`config.mk`:
```
export PLATFORM = sky130hd
export DESIGN_NAME = vga_line_fill_responder_flat
export DESIGN_NICKNAME = d
export VERILOG_FILES = /design/src/rtl/vga_pkg.sv /design/src/rtl/vga_line_fill_responder_if.sv /design/src/rtl/vga_pattern_gen.sv /design/src/rtl/vga_line_fill_responder.sv /design/src/flat_wrapper.sv
export SDC_FILE = /design/constraint.sdc
export NUM_CORES = 1
export LEC_CHECK = 0
export CAP_MARGIN = 20
export CORE_MARGIN = 4
export CORE_UTILIZATION = 29
export DETAILED_ROUTE_END_ITERATION = 10
export GPL_TIMING_DRIVEN = 0
export PLACE_DENSITY = 0.5
export SETUP_SLACK_MARGIN = 0.1
export SYNTH_ARGS = -nofsm -noshare
export SYNTH_HDL_FRONTEND = slang
export SYNTH_HIERARCHICAL = 1
export SYNTH_SLANG_ARGS = --single-unit
```
`constraint.sdc`:
```
create_clock -name clk_vga -period 4.6 [get_ports clk_vga]
set_input_delay 0.92 -clock clk_vga [delete_from_list [all_inputs] [get_ports clk_vga]]
set_output_delay 0.92 -clock clk_vga [all_outputs]
set_load 0.02 [all_outputs]
```
`src/rtl/vga_pkg.sv`:
```
`default_nettype none
// ------------------------------------------------------------------
// vga_pkg : RGB565 colours, pattern-select codes and FSM state type
// Rev 1.0
// ------------------------------------------------------------------
package vga_pkg;

  localparam int LINE_WORDS = 1024;

  localparam logic [15:0] WHITE   = 16'hFFFF;
  localparam logic [15:0] YELLOW  = 16'hFFE0;
  localparam logic [15:0] CYAN    = 16'h07FF;
  localparam logic [15:0] GREEN   = 16'h07E0;
  localparam logic [15:0] MAGENTA = 16'hF81F;
  localparam logic [15:0] RED     = 16'hF800;
  localparam logic [15:0] BLUE    = 16'h001F;
  localparam logic [15:0] BLACK   = 16'h0000;

  localparam logic [1:0] PAT_SOLID   = 2'd0;
  localparam logic [1:0] PAT_BARS    = 2'd1;
  localparam logic [1:0] PAT_CHECKER = 2'd2;
  localparam logic [1:0] PAT_ADDR    = 2'd3;

  typedef enum logic [2:0] {
    ST_IDLE       = 3'd0,
    ST_GRANT_WAIT = 3'd1,
    ST_LAT_WAIT   = 3'd2,
    ST_DATA       = 3'd3,
    ST_RECOVER    = 3'd4
  } state_t;

  // Eight 128-pixel colour bars, left to right
  function automatic logic [15:0] bar_color(input logic [2:0] idx);
    case (idx)
      3'd0:    bar_color = WHITE;
      3'd1:    bar_color = YELLOW;
      3'd2:    bar_color = CYAN;
      3'd3:    bar_color = GREEN;
      3'd4:    bar_color = MAGENTA;
      3'd5:    bar_color = RED;
      3'd6:    bar_color = BLUE;
      default: bar_color = BLACK;
    endcase
  endfunction

endpackage
`default_nettype wire

```
`src/rtl/vga_line_fill_responder_if.sv`:
```
`default_nettype none
// ------------------------------------------------------------------
// vga_line_fill_responder_if : line-fill burst handshake bundle
// Rev 1.0
// ------------------------------------------------------------------
interface vga_line_fill_responder_if;
  logic        line_req;
  logic        line_grant;
  logic [23:0] line_addr;
  logic [15:0] line_data;
  logic        line_valid;
  logic        line_done;

  modport master (
    output line_req, line_addr,
    input  line_grant, line_data, line_valid, line_done
  );

  modport slave (
    input  line_req, line_addr,
    output line_grant, line_data, line_valid, line_done
  );
endinterface
`default_nettype wire

```
`src/rtl/vga_pattern_gen.sv`:
```
`default_nettype none
// ------------------------------------------------------------------
// vga_pattern_gen : combinational synthetic RGB565 word from address
// Rev 1.0
// ------------------------------------------------------------------
module vga_pattern_gen
  import vga_pkg::*;
(
  input  logic [1:0]  pattern_sel,
  input  logic [15:0] solid_color,
  input  logic [15:0] addr,
  output logic [15:0] rgb
);

  // x is the low LINE_WORDS-wide field of the address, y the field above it
  localparam int c_X_W = $clog2(LINE_WORDS);

  always_comb begin
    rgb = addr;
    case (pattern_sel)
      PAT_SOLID:   rgb = solid_color;
      PAT_BARS:    rgb = bar_color(addr[c_X_W-1 -: 3]);
      PAT_CHECKER: rgb = (addr[5] ^ addr[c_X_W+5]) ? WHITE : BLACK;
      default:     rgb = addr;
    endcase
  end

endmodule
`default_nettype wire

```
`src/rtl/vga_line_fill_responder.sv`:
```
`default_nettype none
// ------------------------------------------------------------------
// vga_line_fill_responder : synthetic burst responder for the VGA line-fill FSM
// Rev 1.0
// ------------------------------------------------------------------
module vga_line_fill_responder
  import vga_pkg::*;
#(
  parameter int BURST_LEN   = 256,
  parameter int GRANT_LAT   = 2,
  parameter int DATA_LAT    = 3,
  parameter int STALL_EVERY = 0
) (
  input  logic                        clk_vga,
  input  logic                        rst_n,
  input  logic                        enable,
  input  logic [1:0]                  pattern_sel,
  input  logic [15:0]                 solid_color,
  vga_line_fill_responder_if.slave    bus,
  output logic                        busy,
  output logic [15:0]                 burst_count,
  output logic                        abort_seen
);

  localparam int c_LAT_W = 16;
  localparam int c_WC_W  = $clog2(BURST_LEN + 1);
  localparam int c_SC_W  = (STALL_EVERY > 1) ? $clog2(STALL_EVERY) : 1;

  state_t              r_state;
  logic [c_LAT_W-1:0]  r_lat_cnt;
  logic [23:0]         r_cur_addr;
  logic [c_WC_W-1:0]   r_word_cnt;
  logic [c_SC_W-1:0]   r_stall_cnt;
  logic                r_stall_pend;
  logic                r_grant;
  logic                r_valid;
  logic                r_done;
  logic [15:0]         r_data;
  logic                r_busy;
  logic [15:0]         r_burst_count;
  logic                r_abort;
  logic [15:0]         w_pix;

  vga_pattern_gen u_pattern_gen (
    .pattern_sel (pattern_sel),
    .solid_color (solid_color),
    .addr        (r_cur_addr[15:0]),
    .rgb         (w_pix)
  );

  // Latency counters are preloaded one short so that the registered grant and
  // first valid land exactly GRANT_LAT / DATA_LAT cycles after their trigger.
  always_ff @(posedge clk_vga or negedge rst_n) begin
    if (!rst_n) begin
      r_state       <= ST_IDLE;
      r_lat_cnt     <= '0;
      r_cur_addr    <= '0;
      r_word_cnt    <= '0;
      r_stall_cnt   <= '0;
      r_stall_pend  <= 1'b0;
      r_grant       <= 1'b0;
      r_valid       <= 1'b0;
      r_done        <= 1'b0;
      r_data        <= '0;
      r_busy        <= 1'b0;
      r_burst_count <= '0;
      r_abort       <= 1'b0;
    end else begin
      r_grant <= 1'b0;
      r_valid <= 1'b0;
      r_done  <= 1'b0;
      case (r_state)
        ST_IDLE: begin
          if (bus.line_req && enable) begin
            r_cur_addr   <= bus.line_addr;
            r_word_cnt   <= '0;
            r_stall_cnt  <= '0;
            r_stall_pend <= 1'b0;
            r_busy       <= 1'b1;
            if (GRANT_LAT == 0) begin
              r_grant <= 1'b1;
              if (DATA_LAT == 1) begin
                r_state <= ST_DATA;
              end else begin
                r_lat_cnt <= c_LAT_W'(DATA_LAT - 2);
                r_state   <= ST_LAT_WAIT;
              end
            end else begin
              r_lat_cnt <= c_LAT_W'(GRANT_LAT - 1);
              r_state   <= ST_GRANT_WAIT;
            end
          end
        end

        ST_GRANT_WAIT: begin
          if (!bus.line_req) begin
            r_state <= ST_IDLE;
            r_busy  <= 1'b0;
            r_abort <= 1'b1;
          end else if (r_lat_cnt == '0) begin
            r_grant <= 1'b1;
            if (DATA_LAT == 1) begin
              r_state <= ST_DATA;
            end else begin
              r_lat_cnt <= c_LAT_W'(DATA_LAT - 2);
              r_state   <= ST_LAT_WAIT;
            end
          end else begin
            r_lat_cnt <= r_lat_cnt - c_LAT_W'(1);
          end
        end

        ST_LAT_WAIT: begin
          if (!bus.line_req) begin
            r_state <= ST_IDLE;
            r_busy  <= 1'b0;
            r_abort <= 1'b1;
          end else if (r_lat_cnt == '0) begin
            r_state <= ST_DATA;
          end else begin
            r_lat_cnt <= r_lat_cnt - c_LAT_W'(1);
          end
        end

        ST_DATA: begin
          if (!bus.line_req) begin
            r_state <= ST_IDLE;
            r_busy  <= 1'b0;
            r_abort <= 1'b1;
          end else if (r_stall_pend) begin
            r_stall_pend <= 1'b0;
          end else begin
            r_valid    <= 1'b1;
            r_data     <= w_pix;
            r_cur_addr <= r_cur_addr + 24'd1;
            if (r_word_cnt == c_WC_W'(BURST_LEN - 1)) begin
              r_done        <= 1'b1;
              r_word_cnt    <= '0;
              r_burst_count <= r_burst_count + 16'd1;
              r_state       <= ST_RECOVER;
            end else begin
              r_word_cnt <= r_word_cnt + c_WC_W'(1);
              if (STALL_EVERY > 0) begin
                if (r_stall_cnt == c_SC_W'(STALL_EVERY - 1)) begin
                  r_stall_cnt  <= '0;
                  r_stall_pend <= 1'b1;
                end else begin
                  r_stall_cnt <= r_stall_cnt + c_SC_W'(1);
                end
              end
            end
          end
        end

        ST_RECOVER: begin
          // A request still held after done belongs to the finished burst
          if (!bus.line_req) begin
            r_state <= ST_IDLE;
            r_busy  <= 1'b0;
          end
        end

        default: begin
          r_state <= ST_IDLE;
          r_busy  <= 1'b0;
        end
      endcase
    end
  end

  assign bus.line_grant = r_grant;
  assign bus.line_valid = r_valid;
  assign bus.line_done  = r_done;
  assign bus.line_data  = r_data;
  assign busy           = r_busy;
  assign burst_count    = r_burst_count;
  assign abort_seen     = r_abort;

endmodule
`default_nettype wire

```
`src/flat_wrapper.sv`:
```
// flat-port wrapper written by rule: the top's interface ports become plain ports
module vga_line_fill_responder_flat import vga_pkg::*;
#(
  parameter int BURST_LEN   = 256,
  parameter int GRANT_LAT   = 2,
  parameter int DATA_LAT    = 3,
  parameter int STALL_EVERY = 0
)
  (clk_vga, rst_n, enable, pattern_sel, solid_color, busy, burst_count, abort_seen, bus_line_req, bus_line_addr, bus_line_grant, bus_line_data, bus_line_valid, bus_line_done);
  vga_line_fill_responder_if bus_i ();
  input  logic clk_vga;
  input  logic rst_n;
  input  logic enable;
  input  logic [1:0] pattern_sel;
  input  logic [15:0] solid_color;
  output logic busy;
  output logic [15:0] burst_count;
  output logic abort_seen;
  input wire logic [$bits(bus_i.line_req)-1:0] bus_line_req;
  input wire logic [$bits(bus_i.line_addr)-1:0] bus_line_addr;
  output wire logic [$bits(bus_i.line_grant)-1:0] bus_line_grant;
  output wire logic [$bits(bus_i.line_data)-1:0] bus_line_data;
  output wire logic [$bits(bus_i.line_valid)-1:0] bus_line_valid;
  output wire logic [$bits(bus_i.line_done)-1:0] bus_line_done;
  assign bus_i.line_req = bus_line_req;
  assign bus_i.line_addr = bus_line_addr;
  assign bus_line_grant = bus_i.line_grant;
  assign bus_line_data = bus_i.line_data;
  assign bus_line_valid = bus_i.line_valid;
  assign bus_line_done = bus_i.line_done;
  vga_line_fill_responder #(.BURST_LEN(BURST_LEN), .GRANT_LAT(GRANT_LAT), .DATA_LAT(DATA_LAT), .STALL_EVERY(STALL_EVERY)) u_core (.clk_vga(clk_vga), .rst_n(rst_n), .enable(enable), .pattern_sel(pattern_sel), .solid_color(solid_color), .bus(bus_i), .busy(busy), .burst_count(burst_count), .abort_seen(abort_seen));
endmodule
```
Word-level counts from Yosys, hierarchy flattened
Index checks and enable logic that the tools add are counted.
- flip-flop bits (word level): 90
- input bits: 46
- output and inout port bits: 37
- word-level logic and storage cells: 105
- add/sub/neg operators: 4
- equality and inequality tests: 25
- multiplexer cells: 44
- bitwise gates (word level): 3
- reductions and logical operators: 17
- operators by type and width (kind ; number):
    case mux 16 bit (7 select lines) ; 1
    2-to-1 mux 16 bit ; 6
    case mux 16 bit (3 select lines) ; 2
    2-to-1 mux 24 bit ; 3
    case mux 24 bit (2 select lines) ; 1
    2-to-1 mux 9 bit ; 4
    2-to-1 mux 3 bit ; 9
    adder 24 x 1 -> 24 bit (second input constant) ; 1
    case mux 9 bit (2 select lines) ; 1
    adder 16 x 1 -> 16 bit (second input constant) ; 1
    zero test 16 bit ; 1
    subtractor 16 x 1 -> 16 bit (second input constant) ; 1
    case mux 3 bit (5 select lines) ; 1
    2-to-1 mux 1 bit ; 14
    inequality test 2 bit (second input constant) ; 7
    == test 3 x 2 -> 1 bit (second input constant) ; 4
    == test 3 bit (second input constant) ; 4
    adder 9 x 1 -> 9 bit (second input constant) ; 1
    == test 9 x 8 -> 1 bit (second input constant) ; 1
    inequality test 3 x 2 -> 1 bit (second input constant) ; 3
    AND reduction 4 bit ; 2
    == test 3 x 1 -> 1 bit (second input constant) ; 2
    zero test 3 bit ; 2
    AND reduction 3 bit ; 2
    16 further kinds ; 19

Depth between registers and ports, before layout
- word-level depth: 5
- depth in mapped cells: 8
- gate-level depth less buffers: 7

By module
Netlist, hierarchy kept.
- modules (own cells, without submodules) (module ; instances ; cells each ; area each (um^2) ; seq. area each (um^2)):
    vga_line_fill_responder ; 1 ; 424 ; 3965.1 ; 2026.9
    vga_pattern_gen ; 1 ; 78 ; 476.7 ; 0.0

Least setup slack after synthesis
No wires, ideal clock.
- path kind: input port to flip-flop
- start: in bus_line_req
- end: reg u_core.r_burst_count[14], in the netlist u_core/burst_count[14]
- library setup time: 0.080 ns
- arrival: 2.510 ns
- required time: 4.520 ns
- setup slack: 2.010 ns
- stages: 6
- path buffers: 1
- cell sequence: buf_2 nand4b_1 nor4_2 nand2_1 nor3_1 xor2_1
- cells in the longest elaborated chain, start to end: 1
- RTL lines (element ; line ; RTL):
    start: declaration ; flat_wrapper.sv:19 ; input wire logic [$bits(bus_i.line_req)-1:0] bus_line_req;
    AND reduction 4 bit (no line) ; - ;
    end signal: assignment ; vga_line_fill_responder.sv:139 ; r_burst_count <= r_burst_count + 16'd1;
    end: declaration ; vga_line_fill_responder.sv:40 ; logic [15:0] r_burst_count;
No other way between the ends.
A chain may end at the register's enable or synchronous reset.

Worst setup path in the final report
- start: in enable
- end: reg u_core.r_lat_cnt[15]
- cells in the longest elaborated chain, start to end: 3
- RTL lines (element ; line ; RTL):
    start: declaration ; flat_wrapper.sv:13 ; input logic enable;
    logical AND 1 bit ; vga_line_fill_responder.sv:74 ; if (bus.line_req && enable) begin
    inequality test 2 x 1 -> 1 bit (no line) ; - ;
    AND reduction 5 bit (no line) ; - ;
    end signal: assignment ; vga_line_fill_responder.sv:85 ; r_lat_cnt <= c_LAT_W'(DATA_LAT - 2);
    end signal: assignment ; vga_line_fill_responder.sv:89 ; r_lat_cnt <= c_LAT_W'(GRANT_LAT - 1);
    end signal: assignment ; vga_line_fill_responder.sv:105 ; r_lat_cnt <= c_LAT_W'(DATA_LAT - 2);
    end: declaration ; vga_line_fill_responder.sv:30 ; logic [c_LAT_W-1:0] r_lat_cnt;
No other way between the ends.

==> flow_summary.json <==
{
  "path_max_fanout": 8,
  "finalClockSkew_ns": 0.00835,
  "ir_worst_vdd_v": 0.000194,
  "synth_edf_count": 0,
  "ys_warn_count": 6,
  "synthCells": 502,
  "fillCellCount": 1479,
  "max_stage_delay_ns": 0.68,
  "start_util_pct": 30.1,
  "num_antenna_cells": 0,
  "arrival_ns": 3.04,
  "clkTransAtPathRegs_ns": 0.07,
  "overflow": 0,
  "num_rows": 44,
  "min_path_cells": 2,
  "dr.pass1.iters": 5,
  "holdCritPathClass": "reg2reg",
  "route.vias.total": 3962,
  "syn-num-nets": 552,
  "syn_avg_cell_area_um2": 8.85,
  "post_synth_num_cell_types": 59,
  "max_freq_ghz": 0.360,
  "drive_gt1_share_pct": 8.77,
  "dr.first_iter.drc_count": 269,
  "synthTopCellsByArea": "dfrtp_1 46%, nand2_1 8.5%, a21oi_1 3.4%, xor2_1 3.2%, o21ai_0 2.9%",
  "grt_pass1_vias": 3956,
  "synthTopCellsByCount": "101 x nand2_1, 81 x dfrtp_1, 30 x a21oi_1, 30 x nor2_1, 26 x o21ai_0",
  "cts_tree": "done",
  "cp_cell_sequence": "clkdlybuf4s50_1 > nor2_1 > nor3_1 > a21oi_1 > or4_2 > a21oi_1",
  "die_y_um": 132,
  "placed_area_mm2": 0.00544,
  "fin_nets": 638,
  "path_common_cell": "a21oi_1",
  "instances_no_fill": 777,
  "fin_area_mm2": 0.00575,
  "final_util_pct": 39.0,
  "relSlewSlack_pct": 43.9,
  "end_kind": "flop",
  "grt_max_degree": 58,
  "die_w_um": 132,
  "syn_to_final_growth_pct": 29.4,
  "cp.required_ns": 4.87,
  "vias_per_cell": 5.10,
  "worst_hold_path.endpoint": "u_core/abort_seen",
  "synth-seq-cells": 81,
  "critPathLaunch": "enable",
  "grt_usage_pct": 14.1,
  "synth_top_area_share_pct": 45.6,
  "synth_most_common_cell": "nand2_1",
  "postCtsSetupRepairBufs": 0,
  "syn_area_mm2": 0.00444,
  "antenna_found_initial": 0,
  "wl_mm": 12.0,
  "clockBufferDepth": 2,
  "rsz0062_at_grt": "no",
  "drc": 0,
  "port_buffers": 73,
  "critical_path_class": "in2reg",
  "powerDensity_mw_per_mm2": 451,
  "ant_nets": 0,
  "cts_resized": 0,
  "grt_pass1_wl_mm": 20.1,
  "clock_latency_ns": 0.34,
  "cts_num_sinks": 81,
  "numCtsBuffers": 9,
  "synthFlopType": "dfrtp_1",
  "hpwl_mm": 8.87,
  "gp_congestion": 0.785,
  "seq_area_frac_synth_pct": 45.6,
  "startpoint_type": "input port",
  "yosys.area.top_type": "dfrtp_1",
  "leakage_nw": 2.50,
  "place_worst_setup_slack_ns": 1.44,
  "io_pins": 83,
  "reg2reg_to": "u_core/r_lat_cnt[2]",
  "setup_slack_ns": 1.82,
  "dieArea_mm2": 0.0174,
  "status": "complete, no violations",
  "finalCriticalPeriod_ns": 2.78,
  "finalHoldViolCount": 0,
  "critPathSlowestCell": "or4_2",
  "cap_violations": 0,
  "synthArstFlopShare_pct": 100,
  "worst_pin_slew_ns": 0.834,
  "cts_root_buf": "clkbuf_16",
  "htreeDepth": 3,
  "reg2reg_depth": 6,
  "hold_path_startpoint": "u_core/abort_seen",
  "core_mm2": 0.0148,
  "finalSetupViolations": 0,
  "maxSlewViolCount": 0,
  "post-route-period-util_pct": 60.3,
  "dp_cells": 761,
  "reg2reg_from": "u_core/r_lat_cnt[8]",
  "cts_hold_buf": 0,
  "r2r_slack_ns": 1.83,
  "wl_per_cell_um": 15.5,
  "total_power_mw": 2.59
}
[flip-flops by register name (all words and copies together), names as in the netlist]
name	flops
u_core/bus.line_data	16
u_core/r_cur_addr	16
u_core/abort_seen	1
u_core/r_word_cnt	9
u_core/r_lat_cnt	16
u_core/r_state	3
u_core/bus.line_grant	1
u_core/bus.line_valid	1
u_core/burst_count	16
u_core/bus.line_done	1
u_core/busy	1
[worst max-delay path, delay by kind of cell]
family          cells  cell delay [ns]
buf+inv             1             0.61
simple gates        3             1.11
compound gates      2             0.40
[worst max path at each step]
stage                     slack, ns  depth (start not counted)                        to
final                          1.82                          6      u_core/r_lat_cnt[15]
after CTS                      1.81                          6      u_core/r_lat_cnt[15]
after detailed placement       1.44                          6      u_core/r_lat_cnt[15]
after global routing           1.49                          6      u_core/r_lat_cnt[11]
after floorplan                2.01                          6    u_core/burst_count[14]
after global placement        -0.54                          1  u_core/bus.line_data[12]
[per-layer routing]
| layer | global-route usage (%) | share of wire [%] | vias up |
|---|---|---|---|
| met2 | 21.8 | 45 | 74 |
| met4 | 5.72 | 2.0 | 0 |
| met3 | 2.60 | 3.3 | 18 |
| met1 | 19.7 | 50 | 1906 |
| li1 | - | - | 1964 |
| met5 | 0 | 0 | - |
[through the flow]
step	setup TNS, ns	hold WS [ns]
floorplan	0	0.459
global placement	-43.18	0.460
detailed placement	0	0.461
CTS	0	0.478
global route	0	0.494
finish	0	0.472
[kinds of logic (layout without fill, tap and decap cells)]
logic type	count (synthesis)	count (layout)	synth area share [%]
mux	3	3	0.704
simple gates	238	238	27.2
xor+xnor	27	27	5.32
compound gates	112	112	16.1
fa+ha+maj	4	4	1.13
flops	81	81	45.6
buf+inv	37	128	3.86
[final cells by class]
| class | instances | area, µm² | area share [%] |
|---|---|---|---|
| buffer | 26 | 130 | 2.26 |
| clock buffer | 10 | 239 | 4.16 |
| clock inverter | 6 | 72.6 | 1.26 |
| inverter | 11 | 41.3 | 0.718 |
| multi-input combinational | 384 | 2240 | 39.0 |
| sequential | 81 | 2030 | 35.3 |
| tap | 184 | 230 | 4.01 |
| timing repair buffer | 75 | 763 | 13.3 |
[cells in the final DEF (no fill, tap or decap), types with 10 or more instances in the layout]
| master | count |
|---|---|
| a21oi_1 | 30 |
| clkbuf_1 | 14 |
| nand2b_1 | 20 |
| nor2_1 | 30 |
| o21ai_1 | 10 |
| dfrtp_1 | 81 |
| clkdlybuf4s50_1 | 72 |
| nand4_1 | 11 |
| nand3_1 | 14 |
| xor2_1 | 16 |
| o21ai_0 | 26 |
| inv_1 | 10 |
| nand2_1 | 101 |
| xnor2_1 | 11 |
[report_power, final]
group          internal (mW)  total, mW  switching (mW)
sequential             0.862       1.03           0.171
combinational          0.362      0.803           0.441
clock                  0.442      0.755           0.313
(Power assumes the default switching activity.)
